[src/rtl/fifo_rd_packer_pkg.sv]
`default_nettype none
// ============================================================================
//  Module   : fifo_rd_packer_pkg
//  Purpose  : Shared defaults and the lane-mask helper for the FIFO read-side
//             packer and its output register.
//  Contents : DEF_DSIZE, DEF_NBYTES  - default lane width / lanes per word
//             lane_below()           - 1 when a lane index lies below a count
//  Revision : 1.0  initial release
// ============================================================================
package fifo_rd_packer_pkg;

    localparam int unsigned DEF_DSIZE  = 8;
    localparam int unsigned DEF_NBYTES = 4;

    // A lane is populated in a partial word when its index is below the
    // number of lanes captured so far.
    function automatic logic lane_below(input logic [31:0] lane,
                                        input logic [31:0] count);
        return (lane < count);
    endfunction

endpackage
`default_nettype wire

[src/rtl/fifo_rd_outreg.sv]
`default_nettype none
// ============================================================================
//  Module   : fifo_rd_outreg
//  Purpose  : Single-entry valid/ready holding register. A word loaded while
//             the slot is free is presented until the consumer accepts it.
//  Ports    : clk, rst        clock / asynchronous active-high reset
//             i_load          capture i_word (only asserted when o_slot_free)
//             i_word          word to capture
//             i_ready         consumer accepts o_word this edge when o_valid
//             o_word, o_valid registered word and its valid flag
//             o_slot_free     register empty or draining this cycle
//  Revision : 1.0  initial release
// ============================================================================
module fifo_rd_outreg #(
    parameter int WIDTH = 37
) (
    input  logic             clk,
    input  logic             rst,
    input  logic             i_load,
    input  logic [WIDTH-1:0] i_word,
    input  logic             i_ready,
    output logic [WIDTH-1:0] o_word,
    output logic             o_valid,
    output logic             o_slot_free
);

    logic [WIDTH-1:0] word_q, word_d;
    logic             valid_q, valid_d;

    assign o_slot_free = !valid_q || i_ready;
    assign o_word      = word_q;
    assign o_valid     = valid_q;

    always_comb begin
        word_d  = word_q;
        valid_d = valid_q;
        if (i_load) begin
            word_d  = i_word;
            valid_d = 1'b1;
        end else if (i_ready) begin
            // Transfer with nothing behind it empties the slot; the word
            // itself is left in place.
            valid_d = 1'b0;
        end
    end

    always_ff @(posedge clk or posedge rst) begin
        if (rst) begin
            word_q  <= '0;
            valid_q <= 1'b0;
        end else begin
            word_q  <= word_d;
            valid_q <= valid_d;
        end
    end

endmodule
`default_nettype wire

[src/rtl/fifo_rd_packer.sv]
`default_nettype none
// ============================================================================
//  Module   : fifo_rd_packer
//  Purpose  : Pops DSIZE-bit entries from a show-ahead FIFO read port and packs
//             NBYTES of them into one wide valid/ready word. A flush pulse
//             emits any buffered partial word with a lane-keep mask.
//  Ports    : rclk, rrst       read clock / asynchronous active-high reset
//             rdata, rempty    FIFO head entry and empty flag
//             rinc             pop strobe back to the FIFO
//             flush            one-cycle request to emit a partial word
//             o_data, o_keep,  packed word (lane 0 = first popped entry),
//             o_last, o_valid  lane mask, flush marker, valid
//             o_ready          downstream accept
//  Revision : 1.0  initial release
// ============================================================================
module fifo_rd_packer
    import fifo_rd_packer_pkg::*;
#(
    parameter int DSIZE  = DEF_DSIZE,
    parameter int NBYTES = DEF_NBYTES
) (
    input  logic                     rclk,
    input  logic                     rrst,
    input  logic [DSIZE-1:0]         rdata,
    input  logic                     rempty,
    output logic                     rinc,
    input  logic                     flush,
    output logic [DSIZE*NBYTES-1:0]  o_data,
    output logic [NBYTES-1:0]        o_keep,
    output logic                     o_last,
    output logic                     o_valid,
    input  logic                     o_ready
);

    localparam int WSIZE = DSIZE * NBYTES;
    localparam int PSIZE = WSIZE - DSIZE;       // lanes 0..NBYTES-2
    localparam int OSIZE = WSIZE + NBYTES + 1;  // {last, keep, data}
    localparam int CW    = $clog2(NBYTES);
    localparam logic [CW-1:0] LAST_LANE = CW'(NBYTES - 1);

    logic [PSIZE-1:0]  pack_q, pack_d;
    logic [CW-1:0]     cnt_q, cnt_d;
    logic              flush_pend_q, flush_pend_d;

    logic              w_slot_free;
    logic              w_load;
    logic [OSIZE-1:0]  w_word_in;
    logic [OSIZE-1:0]  w_word_out;
    logic [WSIZE-1:0]  w_part_data;
    logic [NBYTES-1:0] w_part_keep;

    // The final lane may only be popped when the output slot can take the
    // completed word; earlier lanes never depend on downstream.
    assign rinc = !rrst && !rempty && !flush_pend_q &&
                  !((cnt_q == LAST_LANE) && !w_slot_free);

    always_comb begin
        pack_d       = pack_q;
        cnt_d        = cnt_q;
        flush_pend_d = flush_pend_q || flush;
        w_load       = 1'b0;
        w_word_in    = '0;
        w_part_data  = '0;
        w_part_keep  = '0;

        for (int i = 0; i < NBYTES - 1; i++) begin
            if (lane_below(32'(i), 32'(cnt_q))) begin
                w_part_data[i*DSIZE +: DSIZE] = pack_q[i*DSIZE +: DSIZE];
                w_part_keep[i]                = 1'b1;
            end
        end

        if (rinc) begin
            if (cnt_q == LAST_LANE) begin
                // Final lane goes straight from rdata into the output word.
                w_load    = 1'b1;
                w_word_in = {1'b0, {NBYTES{1'b1}}, rdata, pack_q};
                cnt_d     = '0;
            end else begin
                for (int i = 0; i < NBYTES - 1; i++) begin
                    if (cnt_q == CW'(i)) begin
                        pack_d[i*DSIZE +: DSIZE] = rdata;
                    end
                end
                cnt_d = cnt_q + 1'b1;
            end
        end else if (flush_pend_q && w_slot_free) begin
            // Pops are blocked while a flush is pending, so this branch is
            // never shared with a pop. An empty buffer just retires the flush.
            flush_pend_d = 1'b0;
            cnt_d        = '0;
            if (cnt_q != '0) begin
                w_load    = 1'b1;
                w_word_in = {1'b1, w_part_keep, w_part_data};
            end
        end
    end

    always_ff @(posedge rclk or posedge rrst) begin
        if (rrst) begin
            pack_q       <= '0;
            cnt_q        <= '0;
            flush_pend_q <= 1'b0;
        end else begin
            pack_q       <= pack_d;
            cnt_q        <= cnt_d;
            flush_pend_q <= flush_pend_d;
        end
    end

    fifo_rd_outreg #(
        .WIDTH (OSIZE)
    ) u_outreg (
        .clk         (rclk),
        .rst         (rrst),
        .i_load      (w_load),
        .i_word      (w_word_in),
        .i_ready     (o_ready),
        .o_word      (w_word_out),
        .o_valid     (o_valid),
        .o_slot_free (w_slot_free)
    );

    assign o_data = w_word_out[WSIZE-1:0];
    assign o_keep = w_word_out[WSIZE +: NBYTES];
    assign o_last = w_word_out[OSIZE-1];

endmodule
`default_nettype wire

[config.mk]
export PLATFORM = sky130hd
export DESIGN_NAME = fifo_rd_packer
export DESIGN_NICKNAME = d
export VERILOG_FILES = /design/src/rtl/fifo_rd_packer_pkg.sv /design/src/rtl/fifo_rd_outreg.sv /design/src/rtl/fifo_rd_packer.sv
export SDC_FILE = /design/constraint.sdc
export NUM_CORES = 1
export LEC_CHECK = 0
export ABC_AREA = 1
export CELL_PAD_IN_SITES_DETAIL_PLACEMENT = 1
export CELL_PAD_IN_SITES_GLOBAL_PLACEMENT = 2
export CORE_MARGIN = 8
export CORE_UTILIZATION = 34
export DETAILED_ROUTE_END_ITERATION = 8
export PLACE_DENSITY_LB_ADDON = 0.1
export SYNTH_ARGS = -nofsm -noshare
export SYNTH_HDL_FRONTEND = slang
export SYNTH_SLANG_ARGS = --single-unit
[constraint.sdc]
create_clock -name rclk -period 3.8 [get_ports rclk]
set_input_delay 0.57 -clock rclk [delete_from_list [all_inputs] [get_ports rclk]]
set_output_delay 0.57 -clock rclk [all_outputs]
set_load 0.03 [all_outputs]
# Word-level counts from Yosys, hierarchy flattened
# Index checks and enable logic that the tools add are counted.
# W data, S select, Z words.
[word_totals]
reg_bits = 65
[op_classes]
n_bitwise = 1
n_mux = 21
addsub = 1
n_eq_ne = 3
n_lt_le_gt_ge = 3
reduce_logical = 20
[op_table]
columns = ["operator", "count"]
rows = [
  ["$mux W37", 3],
  ["$mux W36", 1],
  ["$mux W8", 3],
  ["$mux W1", 11],
  ["$reduce_and A3 Y1", 3],
  ["$logic_not A1 Y1", 6],
  ["$mux W2", 3],
  ["$reduce_bool A2 Y1", 3],
  ["$logic_and A1 B1 Y1", 5],
  ["$eq A2 B2 Y1 const B", 2],
  ["$lt A1 B2 Y1 const A", 2],
  ["$add A2 B1 Y2 const B", 1],
  ["$eq A2 B1 Y1 const B", 1],
  ["$logic_not A2 Y1", 1],
  ["$logic_or A1 B1 Y1", 2],
  ["$lt A2 B2 Y1 const A", 1],
  ["$not A1 Y1", 1],
]

# Longest topological paths before layout
[logic_depth]
word_depth = 8
mapped_depth = 10
mapped_depth_nobuf = 7

# By module
# A second synthesis with hierarchy kept.
[unflattened]
cells_unflattened = 376
area_unflattened_um2 = 3060.4
[by_module_without_submodules]
columns = ["module", "cells_per_inst", "area_each_um2", "seq_area_each_um2", "instances"]
rows = [
  ["fifo_rd_packer", 214, 1582.8, 675.6, 1],
  ["fifo_rd_outreg", 162, 1477.7, 950.9, 1],
]

# Worst setup path before layout
# No wires, ideal clock.
[synth_path]
path_kind = "input -> output"
startpoint = "input port rrst"
endpoint = "output port rinc"
required_time_ns = 3.230
setup_slack_ns = 1.165
t_arrival_ns = 2.065
stages = 6
path_cell_list = "inv_2 -> nand2_2 -> nor2_4 -> buf_6 -> nand2_1 -> inv_1"
[synth_between]
elab_chain_cells = 4
[synth_lines]
columns = ["item", "line", "rtl"]
rows = [
  ["from (decl)", "fifo_rd_packer.sv:23", "input logic rrst,"],
  ["$logic_not A1 Y1 (no line)", "--", ""],
  ["$logic_and A1 B1 Y1 (3 in series)", "fifo_rd_packer.sv:54", "assign rinc = !rrst && !rempty && !flush_pend_q &&"],
  ["to (decl)", "fifo_rd_packer.sv:26", "output logic rinc,"],
]
# No other way between the ends.

# Worst setup path after layout
[layout_path]
startpoint = "register cnt_q[1]"
endpoint = "output port rinc"
[layout_between]
elab_chain_cells = 4
[layout_lines]
columns = ["item", "line", "rtl"]
rows = [
  ["from (decl)", "fifo_rd_packer.sv:42", "logic [CW-1:0] cnt_q, cnt_d;"],
  ["from (signal assigned)", "fifo_rd_packer.sv:106", "cnt_q <= cnt_d;"],
  ["$eq A2 B2 Y1", "fifo_rd_packer.sv:55", "!((cnt_q == LAST_LANE) && !w_slot_free);"],
  ["$logic_and A1 B1 Y1", "fifo_rd_packer.sv:55", ""],
  ["$logic_not A1 Y1", "fifo_rd_packer.sv:55", ""],
  ["$logic_and A1 B1 Y1", "fifo_rd_packer.sv:54", ""],
]
# No other way between the ends.

==> flow_metrics.env <==
export IMPL_drt_iter0_drc=81
export IMPL_grtUsageTotal=0.149
export IMPL_cp_max_fo=27
export IMPL_total_power_mw=2.76
export IMPL_core_um2=9590
export IMPL_hpwl_mm=6.33
export IMPL_first_pass_iters=4
export IMPL_status="finished, final reports clean"
export IMPL_synth_xor_area_frac=0
export IMPL_antenna_found_initial=0
export IMPL_syn_to_final_growth_pct=25.6
export IMPL_io_pins=52
export IMPL_netlist_instances=412
export IMPL_cp_data_arrival_time_ps=2220
export IMPL_syn_area_um2=3290
export IMPL_hold_depth=1
export IMPL_powerDensity_nw_per_um2=669
export IMPL_synthSimpleGateAreaFrac=0.326
export IMPL_clock_sinks=65
export IMPL_synth_top_cell_by_area="dfrtp_1"
export IMPL_peakVddDrop_v=0.000211
export IMPL_vias=2741
export IMPL_synthAdderAreaFrac=0.0152
export IMPL_hp_class="reg2reg"
export IMPL_synth_compound_area_frac=0.0498
export IMPL_fmax_mhz=359
export IMPL_cp_end_kind="output pin"
export IMPL_synth_seq_cells=65
export IMPL_post_cts_resized=0
export IMPL_vias_per_cell=4.61
export IMPL_yosysSeqAreaShare=0.494
export IMPL_worstSkewPairLatency_ps=350
export IMPL_synth_top_area_frac=0.494
export IMPL_cts_hold_buf=0
export IMPL_cts_buffers=9
export IMPL_crit_type="reg2out"
export IMPL_layout_common_cells="nand2_1, nand3_1, dfrtp_1, inv_1, clkdlybuf4s50_1"
export IMPL_synth_top_family_by_area="simple AND/OR/NAND/NOR gates"
export IMPL_setup_tns_final_ps=0
export IMPL_yosys_warnings=0
export IMPL_slew_headroom=0.508
export IMPL_post_cts_buffers=0
export IMPL_grt_overflow=0
export IMPL_initial_core_util=0.343
export IMPL_leakage_nw=2.22
export IMPL_grt_max_degree=58
export IMPL_clk_pin_slew_ps=70
export IMPL_hold_viol_final=0
export IMPL_diodes=0
export IMPL_setup_viol=0
export IMPL_clock_tree_root_cell="clkbuf_8"
export IMPL_fin_nets=474
export IMPL_critPathLaunchType="flop"
export IMPL_grt_pass1_wl_mm=15.3
export IMPL_worstPathRequired_ps=3230
export IMPL_slew_viol_final=0
export IMPL_cap_violations=0
export IMPL_reg2reg_slack_ps=1460
export IMPL_drive_gt1_frac=0.102
export IMPL_post_route_period_util=0.733
export IMPL_htreeDepth=3
export IMPL_die_w_um=114
export IMPL_avgSynthCellArea_um2=7.98
export IMPL_drc=0
export IMPL_grt_pass1_vias=2874
export IMPL_placementRows=36
export IMPL_yosysUniqueCellTypes=23
export IMPL_tritoncts="built"
export IMPL_port_buffers=51
export IMPL_clockBufferDepth=2
export IMPL_dieArea_um2=13100
export IMPL_synth_mux_area_frac=0
export IMPL_syn_nets=429
export IMPL_drt_wl_total_mm=9.00
export IMPL_ys_top_cells_by_area="dfrtp_1, nand2_1, nand3_1"
export IMPL_fillers=1157
export IMPL_routabilityCongestion=0.747
export IMPL_period_minus_slack_ps=2790
export IMPL_tightest_slew_ps=738
export IMPL_drtAntennaViolNets=0
export IMPL_clock_skew_ps=6.86
export IMPL_mostFrequentLayoutCell="nand2_1"
export IMPL_rsz0062_at_grt="no"
export IMPL_routedWlPerCell_um=15.2
export IMPL_die_h_um=114
export IMPL_ff2ff_path_depth=6
-- synthesized netlist by cell type (all sizes together) --
cell	number
inv	57
nand4	9
o21ai	25
ha	4
or2	1
clkbuf	4
nand2	138
a21oi	1
buf	20
nand3	81
nor2	6
dfrtp	65
nand3b	1
-- per-stage QoR --
stage               worst slack [ps]  area [um2]  hold WS (ps)  utilization  std cells
floorplan                       1160        3290           455            -        412
global placement                1240        3860           457        0.403        579
detailed placement              1230        3860           461        0.403        579
CTS                              977        4130           480        0.430        594
global route                     797        4130           495        0.430        594
finish                          1010        4130           474        0.430        594
-- worst paths after layout --
kind | startpoint | to
hold / removal | u_outreg.o_word[32]$_DFFE_PP0P_ | u_outreg.o_word[32]$_DFFE_PP0P_
min in group asynchronous | rrst | flush_pend_q$_DFF_PP0_
hold reg to reg | u_outreg.o_word[32]$_DFFE_PP0P_ | u_outreg.o_word[32]$_DFFE_PP0P_
setup reg to reg | cnt_q[1]$_DFFE_PP0P_ | u_outreg.o_word[24]$_DFFE_PP0P_
max in group asynchronous | rrst | pack_q[15]$_DFFE_PP0P_
setup / recovery | cnt_q[1]$_DFFE_PP0P_ | rinc
-- cell type report --
type / instances / area [um2] / share of cell area
Sequential cell: 65 / 1630 / 0.394
Multi-Input combinational cell: 266 / 1280 / 0.311
Timing Repair Buffer: 58 / 573 / 0.139
Inverter: 57 / 214 / 0.0518
Tap cell: 133 / 166 / 0.0403
Clock buffer: 10 / 138 / 0.0333
Clock inverter: 5 / 128 / 0.0309
-- routing by layer --
layer	GRT usage	wire length, um	vias to the layer above
met2	0.215	3860	44
met3	0.0438	374	8
met1	0.208	4660	1303
met4	0.0479	103	0
met5	0	0	-
li1	-	-	1386
-- report_power, final --
group / leakage, nW / internal [mW] / switching [mW]
Clock: 0.129 / 0.516 / 0.265
Sequential: 0.859 / 0.892 / 0.188
Combinational: 1.23 / 0.316 / 0.587
Total: 2.22 / 1.72 / 1.04
-- state kept, by name, summed over array words and instances, names as in the netlist --
register / count
u_outreg.o_valid: 1
pack_q: 24
cnt_q: 2
flush_pend_q: 1
u_outreg.o_word: 37
-- critical path, stage by stage (launching register included) --
cell	delay [ps]
dfrtp_1	640
ha_1	230
buf_4	290
nand3_1	110
buf_4	240
nand2_1	140
inv_1	90
buf_12	140
-- cell families after synthesis --
kind of cell | after synthesis
AND/OR/NAND/NOR | 236
buffers and inverters | 81
flip-flops | 65
AO/OA/AOI/OAI | 26
adder cells (fa/ha/maj) | 4
Note: power is estimated with default switching activity, not from simulation.
